[src/rtl/hazard_control_unit.sv]
// hazard_control_unit: IF/ID/EX sequencing for load-use, taken-branch and slow-memory hazards
// Inputs : clk_i, reset_i (async, active-high), Decode read addresses/uses, Execute dest/load,
//          BrTaken_i, MemReq_i/MemReady_i from the Mem stage.
// Outputs: PcWrite_o, IfIdWrite_o, IfIdFlush_o, IdExBubble_o, PipeFreeze_o (combinational),
//          MemTimeout_o (sticky halt flag), StallCycles_o/FlushCount_o (saturating counters).
module hazard_control_unit #(
   parameter int MEM_TIMEOUT = 64,
   parameter int CNT_W       = 16
) (
   input  logic             clk_i,
   input  logic             reset_i,
   input  logic [4:0]       DecAa_i,
   input  logic [4:0]       DecAb_i,
   input  logic             DecUsesAa_i,
   input  logic             DecUsesAb_i,
   input  logic [4:0]       ExAw_i,
   input  logic             ExMemRead_i,
   input  logic             BrTaken_i,
   input  logic             MemReq_i,
   input  logic             MemReady_i,
   output logic             PcWrite_o,
   output logic             IfIdWrite_o,
   output logic             IfIdFlush_o,
   output logic             IdExBubble_o,
   output logic             PipeFreeze_o,
   output logic             MemTimeout_o,
   output logic [CNT_W-1:0] StallCycles_o,
   output logic [CNT_W-1:0] FlushCount_o
);
   localparam int WW = $clog2(MEM_TIMEOUT + 1);
   typedef enum logic [1:0] {RUN, MEM_WAIT, HALTED} state_t;
   state_t state_q, state_d;
   logic [WW-1:0] wait_q, wait_d;
   logic [CNT_W-1:0] stall_q, flush_q;
   logic memstall, loaduse;
   // A dropped MemReq counts as completion, so only an outstanding request freezes.
   assign memstall = MemReq_i & ~MemReady_i;
   // XZR is never a real producer.
   assign loaduse = ExMemRead_i & (ExAw_i != 5'd31) &
                    ((DecUsesAa_i & (DecAa_i == ExAw_i)) | (DecUsesAb_i & (DecAb_i == ExAw_i)));
   always_comb begin
      state_d      = state_q;
      wait_d       = wait_q;
      PcWrite_o    = 1'b1;
      IfIdWrite_o  = 1'b1;
      IfIdFlush_o  = 1'b0;
      IdExBubble_o = 1'b0;
      PipeFreeze_o = 1'b0;
      if (reset_i) begin
         PcWrite_o    = 1'b0;
         IfIdWrite_o  = 1'b0;
         IfIdFlush_o  = 1'b1;
         IdExBubble_o = 1'b1;
      end else if (state_q == HALTED) begin
         PcWrite_o    = 1'b0;
         IfIdWrite_o  = 1'b0;
         PipeFreeze_o = 1'b1;
      end else if (memstall) begin
         PcWrite_o    = 1'b0;
         IfIdWrite_o  = 1'b0;
         PipeFreeze_o = 1'b1;
         wait_d       = (state_q == RUN) ? WW'(1) : wait_q + WW'(1);
         state_d      = (wait_d == WW'(MEM_TIMEOUT)) ? HALTED : MEM_WAIT;
      end else begin
         // Ready cycle of MEM_WAIT decodes exactly like RUN; a branch under a load-use stall is dropped.
         state_d      = RUN;
         wait_d       = '0;
         PcWrite_o    = ~loaduse;
         IfIdWrite_o  = ~loaduse;
         IdExBubble_o = loaduse;
         IfIdFlush_o  = ~loaduse & BrTaken_i;
      end
   end
   always_ff @(posedge clk_i or posedge reset_i) begin
      if (reset_i) begin
         state_q <= RUN;
         wait_q  <= '0;
         stall_q <= '0;
         flush_q <= '0;
      end else begin
         state_q <= state_d;
         wait_q  <= wait_d;
         if (!PcWrite_o && !(&stall_q)) stall_q <= stall_q + CNT_W'(1);
         if (IfIdFlush_o && !(&flush_q)) flush_q <= flush_q + CNT_W'(1);
      end
   end
   assign MemTimeout_o  = (state_q == HALTED);
   assign StallCycles_o = stall_q;
   assign FlushCount_o  = flush_q;
endmodule

[config.mk]
export PLATFORM = sky130hd
export DESIGN_NAME = hazard_control_unit
export DESIGN_NICKNAME = d
export VERILOG_FILES = /design/src/rtl/hazard_control_unit.sv
export SDC_FILE = /design/constraint.sdc
export NUM_CORES = 1
export LEC_CHECK = 0
export ABC_AREA = 1
export CAP_MARGIN = 10
export CORE_ASPECT_RATIO = 1.75
export CORE_UTILIZATION = 40
export CTS_BUF_LIST = sky130_fd_sc_hd__clkbuf_4 sky130_fd_sc_hd__clkbuf_8
export DETAILED_ROUTE_END_ITERATION = 10
export PLACE_DENSITY = 0.75
export SYNTH_ARGS = -nofsm -noshare
export SYNTH_HDL_FRONTEND = slang
export SYNTH_SLANG_ARGS = --single-unit
[constraint.sdc]
create_clock -name clk_i -period 8.8 [get_ports clk_i]
set_input_delay 1.76 -clock clk_i [delete_from_list [all_inputs] [get_ports clk_i]]
set_output_delay 1.76 -clock clk_i [all_outputs]
set_load 0.005 [all_outputs]
======== After elaboration in Yosys (flattened, before gate mapping) ========
Index checks and enable logic that the tools add are counted.
storage, ports and cells
  flip-flop bits (word level) ............. 41
  latch bits .............................. 0
  bits in writable memories ............... 0
  ROM bits ................................ 0
  input bits .............................. 23
  memories ................................ 0
cells by class
  $add $sub $neg .......................... 3
  $mul .................................... 0
  divide/modulo/power cells ............... 0
  order comparisons ....................... 0
  equal/unequal tests ..................... 5
  shifts and indexed selects .............. 0
  multiplexer cells ....................... 16
  bitwise operators ....................... 11
  reduce and logical (&&, ||, !) cells .... 9
operator list
  operator               number
  $add 16x1->16 const B  2
  $reduce_and 16->1      2
  $mux 7                 2
  $mux 1                 12
  $eq 5x5->1             2
  $add 7x1->7 const B    1
  $eq 7x7->1 const B     1
  $and 1x1->1            6
  $ne 5x5->1 const B     1
  $mux 2                 2
  $not 1->1              4
  $logic_not 1->1        3
  $eq 2x2->1 const B     1
  $logic_and 1x1->1      2
  $logic_not 2->1        1
  $reduce_and 2->1       1
  $or 1x1->1             1

======== Longest topological paths before layout ========
Gate-level depths: netlist of run 1.
  word-level depth ........................ 10
  gate-level depth with buffers ........... 13

======== Least setup slack after synthesis of run 1 ========
Ideal clock, no wire load.
  path kind ............................... input-to-output
  start ................................... input reset_i
  end ..................................... output PcWrite_o
  arrival ................................. 3.525 ns
  data required time ...................... 7.040 ns
  setup slack ............................. 3.515 ns
  stages on the path ...................... 5
  buffers on the path ..................... 2
  cells stage by stage .................... inv_1 > nand3_2 > clkbuf_1 > inv_1 > buf_4
between the ends
  word-level cells in the longest chain between the ends .. 1
RTL lines
  item         RTL line  RTL
  from (decl)  11        input logic reset_i,
  $mux 1       --
  to (decl)    21        output logic PcWrite_o,
Every way passes these cells.

======== Final worst setup path of run 1 ========
  start ................................... input reset_i
  end ..................................... output IfIdWrite_o
between the ends
  word-level cells in the longest chain between the ends .. 1
RTL lines
  item       RTL line  RTL
  $mux 1     49        if (reset_i) begin
  to (decl)  22        output logic IfIdWrite_o,
Every way passes these cells.

==> results of run 1 <==
==> area by class of cell <==
cell class,instances,share of cell area
Timing Repair Buffer,61,0.1730
Multi-Input combinational cell,294,0.4194
Sequential cell,41,0.2919
Clock buffer,7,0.02563
Tap cell,82,0.02919
Inverter,57,0.06088
==> state kept, by name, summed over array words and instances, names as in the netlist <==
register,count
wait_q,7
StallCycles_o,16
state_q,2
FlushCount_o,16
==> power groups by stage <==
stage | clock [mW] | sequential [mW] | combinational [mW]
CTS | 0.131 | 0.251 | 0.158
finish | 0.127 | 0.252 | 0.156
global route | 0.141 | 0.257 | 0.176
detailed placement | 0 | 0.254 | 0.158
global placement | 0 | 0.254 | 0.154
floorplan | 0 | 0.247 | 0.0819
==> worst max-delay path: cells and delay by family <==
family        cells  cell delay, ns
buf+inv           5            2.12
simple gates      1            0.38
==> worst max path at each step <==
stage                       start  slack, ns           to
after detailed placement  reset_i       2.67  IfIdWrite_o
after global routing      reset_i       2.44    PcWrite_o
final                     reset_i       2.78  IfIdWrite_o
after CTS                 reset_i       2.68  IfIdWrite_o
after floorplan           reset_i       3.52    PcWrite_o
after global placement    reset_i       2.73    PcWrite_o
==> per-layer routing <==
metal  vias to the layer above  routed length (um)  track usage
met3                        11                 257      0.02869
met1                      1251                2592       0.2340
met2                        68                3617       0.3757
li1                       1381                   -            -
met4                         0                 103      0.06963
met5                         -                   0            0
==> cells by family after synthesis <==
| kind of cell | count (synthesis) |
|---|---|
| DFF | 41 |
| adders and majority gates | 3 |
| AOI/OAI and AO/OA | 11 |
| buffers and inverters | 64 |
| xor gates and xnor gates | 24 |
| and+or+nand+nor | 256 |
==> cells in the final DEF (no fill, tap or decap), types with 2 or more instances in the layout <==
cell,count
sky130_fd_sc_hd__a22o_1,2
sky130_fd_sc_hd__dfrtp_1,41
sky130_fd_sc_hd__nor3_1,8
sky130_fd_sc_hd__nor4_1,2
sky130_fd_sc_hd__clkbuf_8,6
sky130_fd_sc_hd__o21ai_0,3
sky130_fd_sc_hd__ha_1,3
sky130_fd_sc_hd__nand4_1,11
sky130_fd_sc_hd__clkdlybuf4s50_1,60
sky130_fd_sc_hd__nand3_1,56
sky130_fd_sc_hd__inv_1,57
sky130_fd_sc_hd__nor3_2,2
sky130_fd_sc_hd__nor2_1,29
sky130_fd_sc_hd__xnor2_1,8
sky130_fd_sc_hd__nand2_1,138
sky130_fd_sc_hd__o22ai_1,3
sky130_fd_sc_hd__xor2_1,16
==> impl_metrics.sql, run 1 <==
INSERT INTO impl_metrics (metric_group, metric, value, unit) VALUES
('final_layout', 'final_net_count', '486', ''),
('power_and_ir_drop', 'p_clk_frac', '0.238', ''),
('logic_synthesis', 'yosys.area_share.adder', '0.01359', ''),
('final_layout', 'area_of_the_multi_input_gates', '0.001474', 'mm2'),
('power_and_ir_drop', 'power.net_switching', '0.1721', 'mW'),
('timing', 'timing.hold.ws', '0.5093', 'ns'),
('logic_synthesis', 'yosys-mux-area-fraction', '0', ''),
('critical_path', 'timing.critical_path.arrival', '4.26', 'ns'),
('grt', 'grt_pass1_wl', '11750', 'um'),
('critical_path', 'worst_r2r_endpoint', 'FlushCount_o[13]', ''),
('logic_synthesis', 'yosysUniqueCellTypes', '32', ''),
('logic_synthesis', 'synth_seq_cells', '41', ''),
('outcome', 'outcome', 'completed', ''),
('final_layout', 'filler_cell_count', '659', ''),
('placed_design', 'placement.cell_area', '0.003425', 'mm2'),
('hold_path', 'timing.hold.worst.start', 'state_q[0]', ''),
('final_layout', 'share_of_cells_above_drive_strength_1', '0.03696', ''),
('logic_synthesis', 'synthesized_area_fraction_occupied_by_ao_oa_aoi_and_oai_cells', '0.02672', ''),
('critical_path', 'worst_r2r_path_depth', '7', ''),
('timing', 'final-setup-viol-count', '0', ''),
('logic_synthesis', 'yosys_most_used_dff', 'sky130_fd_sc_hd__dfrtp_1', ''),
('final_layout', 'layout.cell_area.non_filler', '0.003515', 'mm2'),
('timing', 'final.min_clock_period', '6.024', 'ns'),
('drt', 'drt_iter0_markers', '96', ''),
('logic_synthesis', 'synthCells', '399', ''),
('clock_tree', 'tritoncts', 'yes', ''),
('power_and_ir_drop', 'static-leakage-power', '1.790', 'nW'),
('timing', 'fmax', '166.0', 'MHz'),
('logic_synthesis', 'yosys.area_share.simple', '0.4171', ''),
('hold_path', 'hold_path_end', 'state_q[0]', ''),
('placed_design', 'io_buffers', '60', ''),
('floorplan', 'design.portCount', '61', ''),
('clock_tree', 'holdBufCountCts', '0', ''),
('clock_tree', 'clk-insertion-delay-late', '0.29', 'ns'),
('grt', 'antenna_found_initial', '0', ''),
('power_and_ir_drop', 'ir_worst_vdd', '121.8', 'uV'),
('final_layout', 'areaGrowthSynthToFinish', '27.22', '%'),
('logic_synthesis', 'ranking_of_synthesized_cells_by_area', 'sky130_fd_sc_hd__dfrtp_1 37%, sky130_fd_sc_hd__nand2_1 19%, sky130_fd_sc_hd__nand3_1 10%', ''),
('power_and_ir_drop', 'finalPower', '0.5345', 'mW'),
('drt', 'post_drt_wl_per_cell', '12.12', 'um'),
('power_and_ir_drop', 'power_density', '152.1', 'mW/mm2'),
('final_layout', 'final_cell_count_no_fill', '542', ''),
('clock_tree', 'cts.repair.resized', '0', ''),
('logic_synthesis', 'synth_top_family_by_area', 'simple AND/OR/NAND/NOR gates', ''),
('timing', 'worst_slew_pin_slew', '0.7084', 'ns'),
('logic_synthesis', 'avg_inst_size_synth', '6.924', 'um2'),
('logic_synthesis', 'yosys-top-cells-count', '138 x sky130_fd_sc_hd__nand2_1, 57 x sky130_fd_sc_hd__inv_1, 56 x sky130_fd_sc_hd__nand3_1', ''),
('logic_synthesis', 'synth_xor_xnor_area_share', '0.07609', ''),
('critical_path', 'timing.setup.critical_path_class', 'primary input to primary output', ''),
('logic_synthesis', 'synth_nets', '425', ''),
('logic_synthesis', 'most_frequent_cell_after_synthesis', 'sky130_fd_sc_hd__nand2_1', ''),
('hold_path', 'whs_path_depth', '2', ''),
('critical_path', 'reg2reg_slack', '6.48', 'ns'),
('drt', 'antenna_left', '0', ''),
('timing', 'min_period_over_period', '0.6845', ''),
('timing', 'final_max_slew_viol_count', '0', ''),
('clock_tree', 'cts_num_sinks', '41', ''),
('drt', 'routed_wl', '6571', 'um'),
('placed_design', 'placed_cells', '535', ''),
('logic_synthesis', 'synthesis.area', '0.002763', 'mm2'),
('timing', 'skew', '0.009823', 'ns'),
('drt', 'vias', '2711', ''),
('floorplan', 'row_count', '39', ''),
('floorplan', 'coreArea', '0.006588', 'mm2'),
('logic_synthesis', 'asyncSetResetFlopFracSynth', '1.000', ''),
('timing', 'timing.max_slew.rel_slack', '0.5272', ''),
('floorplan', 'die_area', '0.007256', 'mm2'),
('logic_synthesis', 'synth.largest_area_cell', 'sky130_fd_sc_hd__dfrtp_1', ''),
('timing', 'sum_neg_setup_slack', '0', 'ns'),
('power_and_ir_drop', 'comb_power_share', '0.292', ''),
('logic_synthesis', 'synth_enable_flop_cells', '0', '');
Power figures use the tool's default switching activity.
==> inputs of run 2 (changes only) <==
clock period = 5.6 ns   (was 8.8 ns; I/O delays follow)
==> impl_metrics.sql, run 2 (synthesis gave the netlist of run 1 again) <==
INSERT INTO impl_metrics (metric_group, metric, value, unit) VALUES
('outcome', 'outcome', 'completed', ''),
('timing', 'sum_neg_setup_slack', '0', 'ns'),
('final_layout', 'filler_cell_count', '674', ''),
('clock_tree', 'tritoncts_buffer_count', '5', ''),
('floorplan', 'chipHeight', '111.9', 'um'),
('timing', 'timing.hold.ws', '0.5172', 'ns'),
('final_layout', 'area_taken_by_flip_flops_and_latches', '0.001026', 'mm2'),
('critical_path', 'crit_path_end_kind', 'primary output', ''),
('critical_path', 'timing.critical_path.required', '4.48', 'ns'),
('grt', 'maximum_number_of_pins_on_one_net_before_global_route_repair', '26', ''),
('critical_path', 'path_depth', '10', ''),
('hold_path', 'timing.hold.worst.start', 'state_q[0]', ''),
('drt', 'drt_iter0_markers', '190', ''),
('critical_path', 'critical_path.top_delay_family', 'buffers and inverters', ''),
('clock_tree', 'holdBufCountCts', '0', ''),
('drt', 'wl_met1', '2526', 'um'),
('final_layout', 'layout.cell_area.non_filler', '0.003536', 'mm2'),
('grt', 'via_count_of_the_first_global_routing_pass', '2606', ''),
('timing', 'timing.max_slew.rel_slack', '0.5958', ''),
('critical_path', 'critPathMostFrequentCell', 'sky130_fd_sc_hd__nand2_1', ''),
('drt', 'post_drt_via_cell_ratio', '4.965', ''),
('critical_path', 'worst_r2r_path_depth', '7', ''),
('floorplan', 'design.portCount', '61', ''),
('floorplan', 'die_area', '0.007256', 'mm2'),
('timing', 'fmax', '231.3', 'MHz'),
('floorplan', 'coreArea', '0.006588', 'mm2'),
('run', 'drv_cap', '0', ''),
('power_and_ir_drop', 'static-leakage-power', '1.801', 'nW'),
('drt', 'post_drt_wl_per_cell', '12.03', 'um'),
('drt', 'dr_wl_met2', '3673', 'um'),
('floorplan', 'x_dimension_of_the_die', '64.82', 'um'),
('clock_tree', 'post_cts_buffers', '0', ''),
('critical_path', 'worst_setup_path_start_kind', 'primary input', ''),
('final_layout', 'insertedDiodeCount', '0', ''),
('power_and_ir_drop', 'power_density', '246.2', 'mW/mm2'),
('clock_tree', 'cts.repair.resized', '0', ''),
('drt', 'route.met3.wl', '248', 'um'),
('timing', 'final.min_clock_period', '4.324', 'ns'),
('critical_path', 'worst-path-buf-inv', '3', ''),
('critical_path', 'cell_type_of_the_slowest_stage_on_the_worst_timing_path', 'sky130_fd_sc_hd__clkdlybuf4s50_1', ''),
('drt', 'highest_layer', 'met4', ''),
('placed_design', 'gpl.final_weighted_congestion', '0.8739', ''),
('floorplan', 'start_util', '0.4194', ''),
('drt', 'antenna_left', '0', ''),
('timing', 'timing_hold_violations_final', '0', ''),
('timing', 'final-setup-viol-count', '0', ''),
('timing', 'worst_slew_pin_slew', '0.6049', 'ns'),
('final_layout', 'final_common_cell', 'sky130_fd_sc_hd__nand2_1', ''),
('placed_design', 'placement.cell_area', '0.003432', 'mm2'),
('clock_tree', 'clk_transition_reported_paths', '0.07', 'ns'),
('drt', 'vias', '2696', ''),
('critical_path', 'timing.rr.start', 'FlushCount_o[0]', ''),
('clock_tree', 'cts_num_sinks', '41', ''),
('grt', 'grt_pass1_wl', '11270', 'um'),
('timing', 'grt_setup_unrepaired', 'no', ''),
('clock_tree', 'tritoncts', 'yes', ''),
('clock_tree', 'max-clock-path-buffers', '2', ''),
('grt', 'grt_overflow', '0', ''),
('power_and_ir_drop', 'ir_worst_vdd', '150.0', 'uV'),
('drt', 'remaining_drc_errors', '0', ''),
('grt', 'track_usage', '0.1942', ''),
('final_layout', 'mostFrequentLayoutCells', '138 x sky130_fd_sc_hd__nand2_1, 60 x sky130_fd_sc_hd__clkdlybuf4s50_1, 57 x sky130_fd_sc_hd__inv_1', ''),
('hold_path', 'whs_path_depth', '2', ''),
('critical_path', 'worst_r2r_endpoint', 'FlushCount_o[11]', ''),
('timing', 'min_period_over_period', '0.7722', ''),
('critical_path', 'critical_path_peak_fanout', '18', ''),
('clock_tree', 'htreeDepth', '2', ''),
('floorplan', 'row_count', '39', ''),
('timing', 'skew', '0.01123', 'ns'),
('critical_path', 'timing.critical_path.arrival', '3.20', 'ns'),
('final_layout', 'area_of_the_multi_input_gates', '0.001474', 'mm2'),
('final_layout', 'final_util', '0.5368', ''),
('drt', 'routed_wl', '6531', 'um'),
('final_layout', 'share_of_cells_above_drive_strength_1', '0.03905', ''),
('critical_path', 'timing.setup.critical_path_class', 'primary input to primary output', ''),
('hold_path', 'holdCritPathClass', 'register to register', ''),
('critical_path', 'cp_cell_sequence', 'clkdlybuf4s50_1 > inv_1 > nor2_1 > nor2_1 > nand3_1 > nand2_1 > nand2_1 > nand2_1 > nand2_1 > clkdlybuf4s50_1', ''),
('clock_tree', 'clk-insertion-delay-late', '0.29', 'ns'),
('drt', 'drtPass1Iterations', '4', ''),
('final_layout', 'areaGrowthSynthToFinish', '27.99', '%'),
('critical_path', 'reg2reg_slack', '3.36', 'ns'),
('final_layout', 'final_net_count', '487', ''),
('timing', 'final_max_slew_viol_count', '0', ''),
('placed_design', 'io_buffers', '60', ''),
('hold_path', 'hold_path_end', 'state_q[0]', ''),
('clock_tree', 'clk_root_buffer_cell', 'sky130_fd_sc_hd__clkbuf_8', ''),
('critical_path', 'timing.critical_path.slowest_cell_delay', '0.62', 'ns'),
('placed_design', 'hpwlAfterDp', '5070', 'um'),
('grt', 'antenna_found_initial', '0', '');
## run 2: changes by cell type in the layout (fill, tap and decap cells not counted)
cell,previous run,this run
sky130_fd_sc_hd__buf_4,1,2
sky130_fd_sc_hd__clkbuf_4,1,0
sky130_fd_sc_hd__clkinv_2,0,1
sky130_fd_sc_hd__clkbuf_8,6,5
sky130_fd_sc_hd__bufinv_16,0,1
## run 2: worst max-delay path by stage
stage               slack [ns]  startpoint          end
finish                    1.28   ExAw_i[2]  IfIdFlush_o
global route              1.06   ExAw_i[1]  IfIdFlush_o
CTS                       1.28     reset_i  IfIdWrite_o
detailed placement        1.28   ExAw_i[2]  IfIdFlush_o
global placement          1.32   ExAw_i[2]  IfIdFlush_o
floorplan                 1.60     reset_i    PcWrite_o
## run 2: worst register-to-register path: cells and delay by family (launching register included)
| kind | cells | cell delay [ns] |
|---|---|---|
| and+or+nand+nor | 6 | 1.45 |
| DFF | 1 | 0.45 |
| adders and majority gates | 1 | 0.29 |
## run 2: metal layers
metal  global-route usage  vias up
met5                    0        -
met4              0.06667        0
li1                     -     1389
met2               0.3736       61
met3              0.02869        9
met1               0.2043     1237
## run 2: metrics by stage
step / setup slack [ns] / cells / total power, mW
floorplan: 1.595 / 399 / 0.5168
global placement: 1.324 / 536 / 0.6401
detailed placement: 1.276 / 536 / 0.6486
CTS: 1.283 / 543 / 0.8841
global route: 1.056 / 543 / 0.9236
finish: 1.276 / 543 / 0.8705
## run 2: power by group
group | switching (mW) | total [mW] | leakage, nW | internal [mW]
registers | 0.0595 | 0.393 | 0.556 | 0.333
clock network | 0.102 | 0.232 | 0.0540 | 0.130
logic | 0.112 | 0.246 | 1.19 | 0.134
## run 2: layout make-up
cell class / instances / share of cell area
inverter: 57 / 0.06051
clock inverter: 2 / 0.009908
sequential: 41 / 0.2902
multi-input combinational: 294 / 0.4168
clock buffer: 5 / 0.01946
timing repair buffer: 62 / 0.1741
tap: 82 / 0.02902
==> inputs of run 3 (changes only) <==
PLACE_DENSITY = 0.77   (was 0.75)
clock period = 3.7 ns   (was 5.6 ns; I/O delays follow)
==> impl_metrics.sql, run 3 (synthesis gave the netlist of run 1 again) <==
INSERT INTO impl_metrics (metric_group, metric, value, unit) VALUES
('critical_path', 'timing.critical_path.arrival', '2.47', 'ns'),
('timing', 'timing_hold_violations_final', '0', ''),
('clock_tree', 'cts_num_sinks', '41', ''),
('timing', 'final.min_clock_period', '3.211', 'ns'),
('grt', 'grt_pass1_wl', '11430', 'um'),
('drt', 'routed_wl', '6711', 'um'),
('clock_tree', 'clk-insertion-delay-late', '0.29', 'ns'),
('grt', 'grt_overflow', '0', ''),
('grt', 'antenna_found_initial', '0', ''),
('timing', 'fmax', '311.4', 'MHz'),
('final_layout', 'insertedDiodeCount', '0', ''),
('power_and_ir_drop', 'power_density', '392.5', 'mW/mm2'),
('clock_tree', 'max-clock-path-buffers', '2', ''),
('floorplan', 'die_area', '0.007256', 'mm2'),
('drt', 'highest_layer', 'met4', ''),
('placed_design', 'dp_slack', '0.4796', 'ns'),
('drt', 'route.met3.wl', '302', 'um'),
('final_layout', 'areaGrowthSynthToFinish', '29.62', '%'),
('placed_design', 'io_buffers', '60', ''),
('floorplan', 'x_dimension_of_the_die', '64.82', 'um'),
('critical_path', 'timing.critical_path.required', '2.96', 'ns'),
('critical_path', 'worst_setup_path_start_kind', 'primary input', ''),
('timing', 'min_period_over_period', '0.8678', ''),
('timing', 'timing.hold.ws', '0.5061', 'ns'),
('floorplan', 'chipHeight', '111.9', 'um'),
('placed_design', 'hpwlAfterDp', '5095', 'um'),
('critical_path', 'crit_path_end_kind', 'primary output', ''),
('drt', 'remaining_drc_errors', '0', ''),
('hold_path', 'holdCritPathClass', 'register to register', ''),
('clock_tree', 'clk_root_buffer_cell', 'sky130_fd_sc_hd__clkbuf_8', ''),
('drt', 'dr_wl_met2', '3689', 'um'),
('timing', 'sum_neg_setup_slack', '0', 'ns'),
('grt', 'track_usage', '0.1974', ''),
('timing', 'final-setup-viol-count', '0', ''),
('critical_path', 'critical_path_peak_fanout', '3', ''),
('timing', 'timing.max_slew.rel_slack', '0.6769', ''),
('drt', 'post_drt_wl_per_cell', '12.29', 'um'),
('outcome', 'outcome', 'completed', ''),
('run', 'drv_cap', '0', ''),
('final_layout', 'final_cell_count_no_fill', '546', ''),
('final_layout', 'final_net_count', '489', ''),
('drt', 'drt_iter0_markers', '169', ''),
('final_layout', 'mostFrequentLayoutCells', '138 x sky130_fd_sc_hd__nand2_1, 60 x sky130_fd_sc_hd__clkdlybuf4s50_1, 57 x sky130_fd_sc_hd__inv_1', ''),
('timing', 'final_max_slew_viol_count', '0', ''),
('floorplan', 'design.portCount', '61', ''),
('clock_tree', 'cts.repair.resized', '0', ''),
('drt', 'post_drt_via_cell_ratio', '5.101', ''),
('power_and_ir_drop', 'ir_worst_vdd', '246.6', 'uV'),
('clock_tree', 'holdBufCountCts', '0', ''),
('floorplan', 'coreArea', '0.006588', 'mm2'),
('floorplan', 'row_count', '39', ''),
('floorplan', 'start_util', '0.4194', ''),
('power_and_ir_drop', 'static-leakage-power', '1.825', 'nW'),
('clock_tree', 'htreeDepth', '2', ''),
('clock_tree', 'post_cts_buffers', '0', ''),
('critical_path', 'timing.setup.critical_path_class', 'primary input to primary output', ''),
('timing', 'worst_slew_pin_slew', '0.4835', 'ns'),
('drt', 'drtPass1Iterations', '6', ''),
('placed_design', 'gpl.final_weighted_congestion', '0.8584', ''),
('timing', 'grt_setup_unrepaired', 'no', ''),
('timing', 'skew', '0.007709', 'ns'),
('drt', 'vias', '2785', ''),
('clock_tree', 'tritoncts', 'yes', ''),
('final_layout', 'share_of_cells_above_drive_strength_1', '0.04526', ''),
('grt', 'via_count_of_the_first_global_routing_pass', '2644', ''),
('clock_tree', 'clk_transition_reported_paths', '0.09', 'ns'),
('grt', 'maximum_number_of_pins_on_one_net_before_global_route_repair', '29', ''),
('drt', 'wl_met1', '2611', 'um'),
('clock_tree', 'tritoncts_buffer_count', '5', ''),
('final_layout', 'filler_cell_count', '625', ''),
('timing', 'layout_setup_ws', '0.4891', 'ns'),
('drt', 'antenna_left', '0', ''),
('final_layout', 'final_common_cell', 'sky130_fd_sc_hd__nand2_1', ''),
('placed_design', 'placed_cells', '538', '');
==> run 3: cell types whose count changed in the layout (fill, tap and decap cells not counted) <==
cell                        delta
sky130_fd_sc_hd__bufinv_16     +1
sky130_fd_sc_hd__buf_4         +2
==> run 3: worst paths after layout <==
kind	start	end	slack, ns	cells past startpoint
setup / recovery	ExAw_i[2]	PcWrite_o	0.49	10
hold / removal	FlushCount_o[9]	FlushCount_o[9]	0.51	2
setup reg to reg	FlushCount_o[0]	FlushCount_o[11]	1.42	7
hold reg to reg	FlushCount_o[9]	FlushCount_o[9]	0.51	2
max in group asynchronous	reset_i	StallCycles_o[14]	2.15	3
min in group asynchronous	reset_i	FlushCount_o[9]	0.85	2
==> run 3: through the flow <==
| step | cell area, um2 | util | power, mW |
|---|---|---|---|
| after floorplan | 2763 | - | 0.7822 |
| after global placement | 3447 | 0.5233 | 0.9698 |
| after detailed placement | 3447 | 0.5233 | 0.9795 |
| after CTS | 3581 | 0.5436 | 1.419 |
| after global routing | 3581 | 0.5436 | 1.490 |
| final | 3581 | 0.5436 | 1.405 |
==> run 3: metal layers <==
metal,vias to the layer above,GRT usage
li1,1391,-
met5,-,0
met4,0,0.06370
met3,10,0.03381
met1,1299,0.2097
met2,85,0.3764
==> run 3: worst max-delay path, stage by stage <==
cell	delay, ns
sky130_fd_sc_hd__clkdlybuf4s50_1	0.51
sky130_fd_sc_hd__inv_1	0.08
sky130_fd_sc_hd__nor2_1	0.09
sky130_fd_sc_hd__nor2_1	0.05
sky130_fd_sc_hd__nand3_1	0.07
sky130_fd_sc_hd__nand2_1	0.05
sky130_fd_sc_hd__nand2_1	0.10
sky130_fd_sc_hd__nand3_2	0.14
sky130_fd_sc_hd__inv_1	0.12
sky130_fd_sc_hd__clkdlybuf4s50_1	0.51
==> run 3: power by group <==
| part | total [mW] | leakage [nW] | switching, mW | internal, mW |
|---|---|---|---|---|
| registers | 0.595 | 0.556 | 0.0904 | 0.504 |
| logic | 0.376 | 1.20 | 0.172 | 0.204 |
| clock network | 0.434 | 0.0681 | 0.166 | 0.268 |
==> run 3: cell type report <==
cell class | count | area (um2) | share of cell area
Sequential cell | 41 | 1026 | 0.2865
Clock inverter | 3 | 65.06 | 0.01817
Multi-Input combinational cell | 294 | 1474 | 0.4116
Inverter | 57 | 214.0 | 0.05975
Timing Repair Buffer | 64 | 630.6 | 0.1761
Clock buffer | 5 | 68.82 | 0.01922
Tap cell | 82 | 102.6 | 0.02865
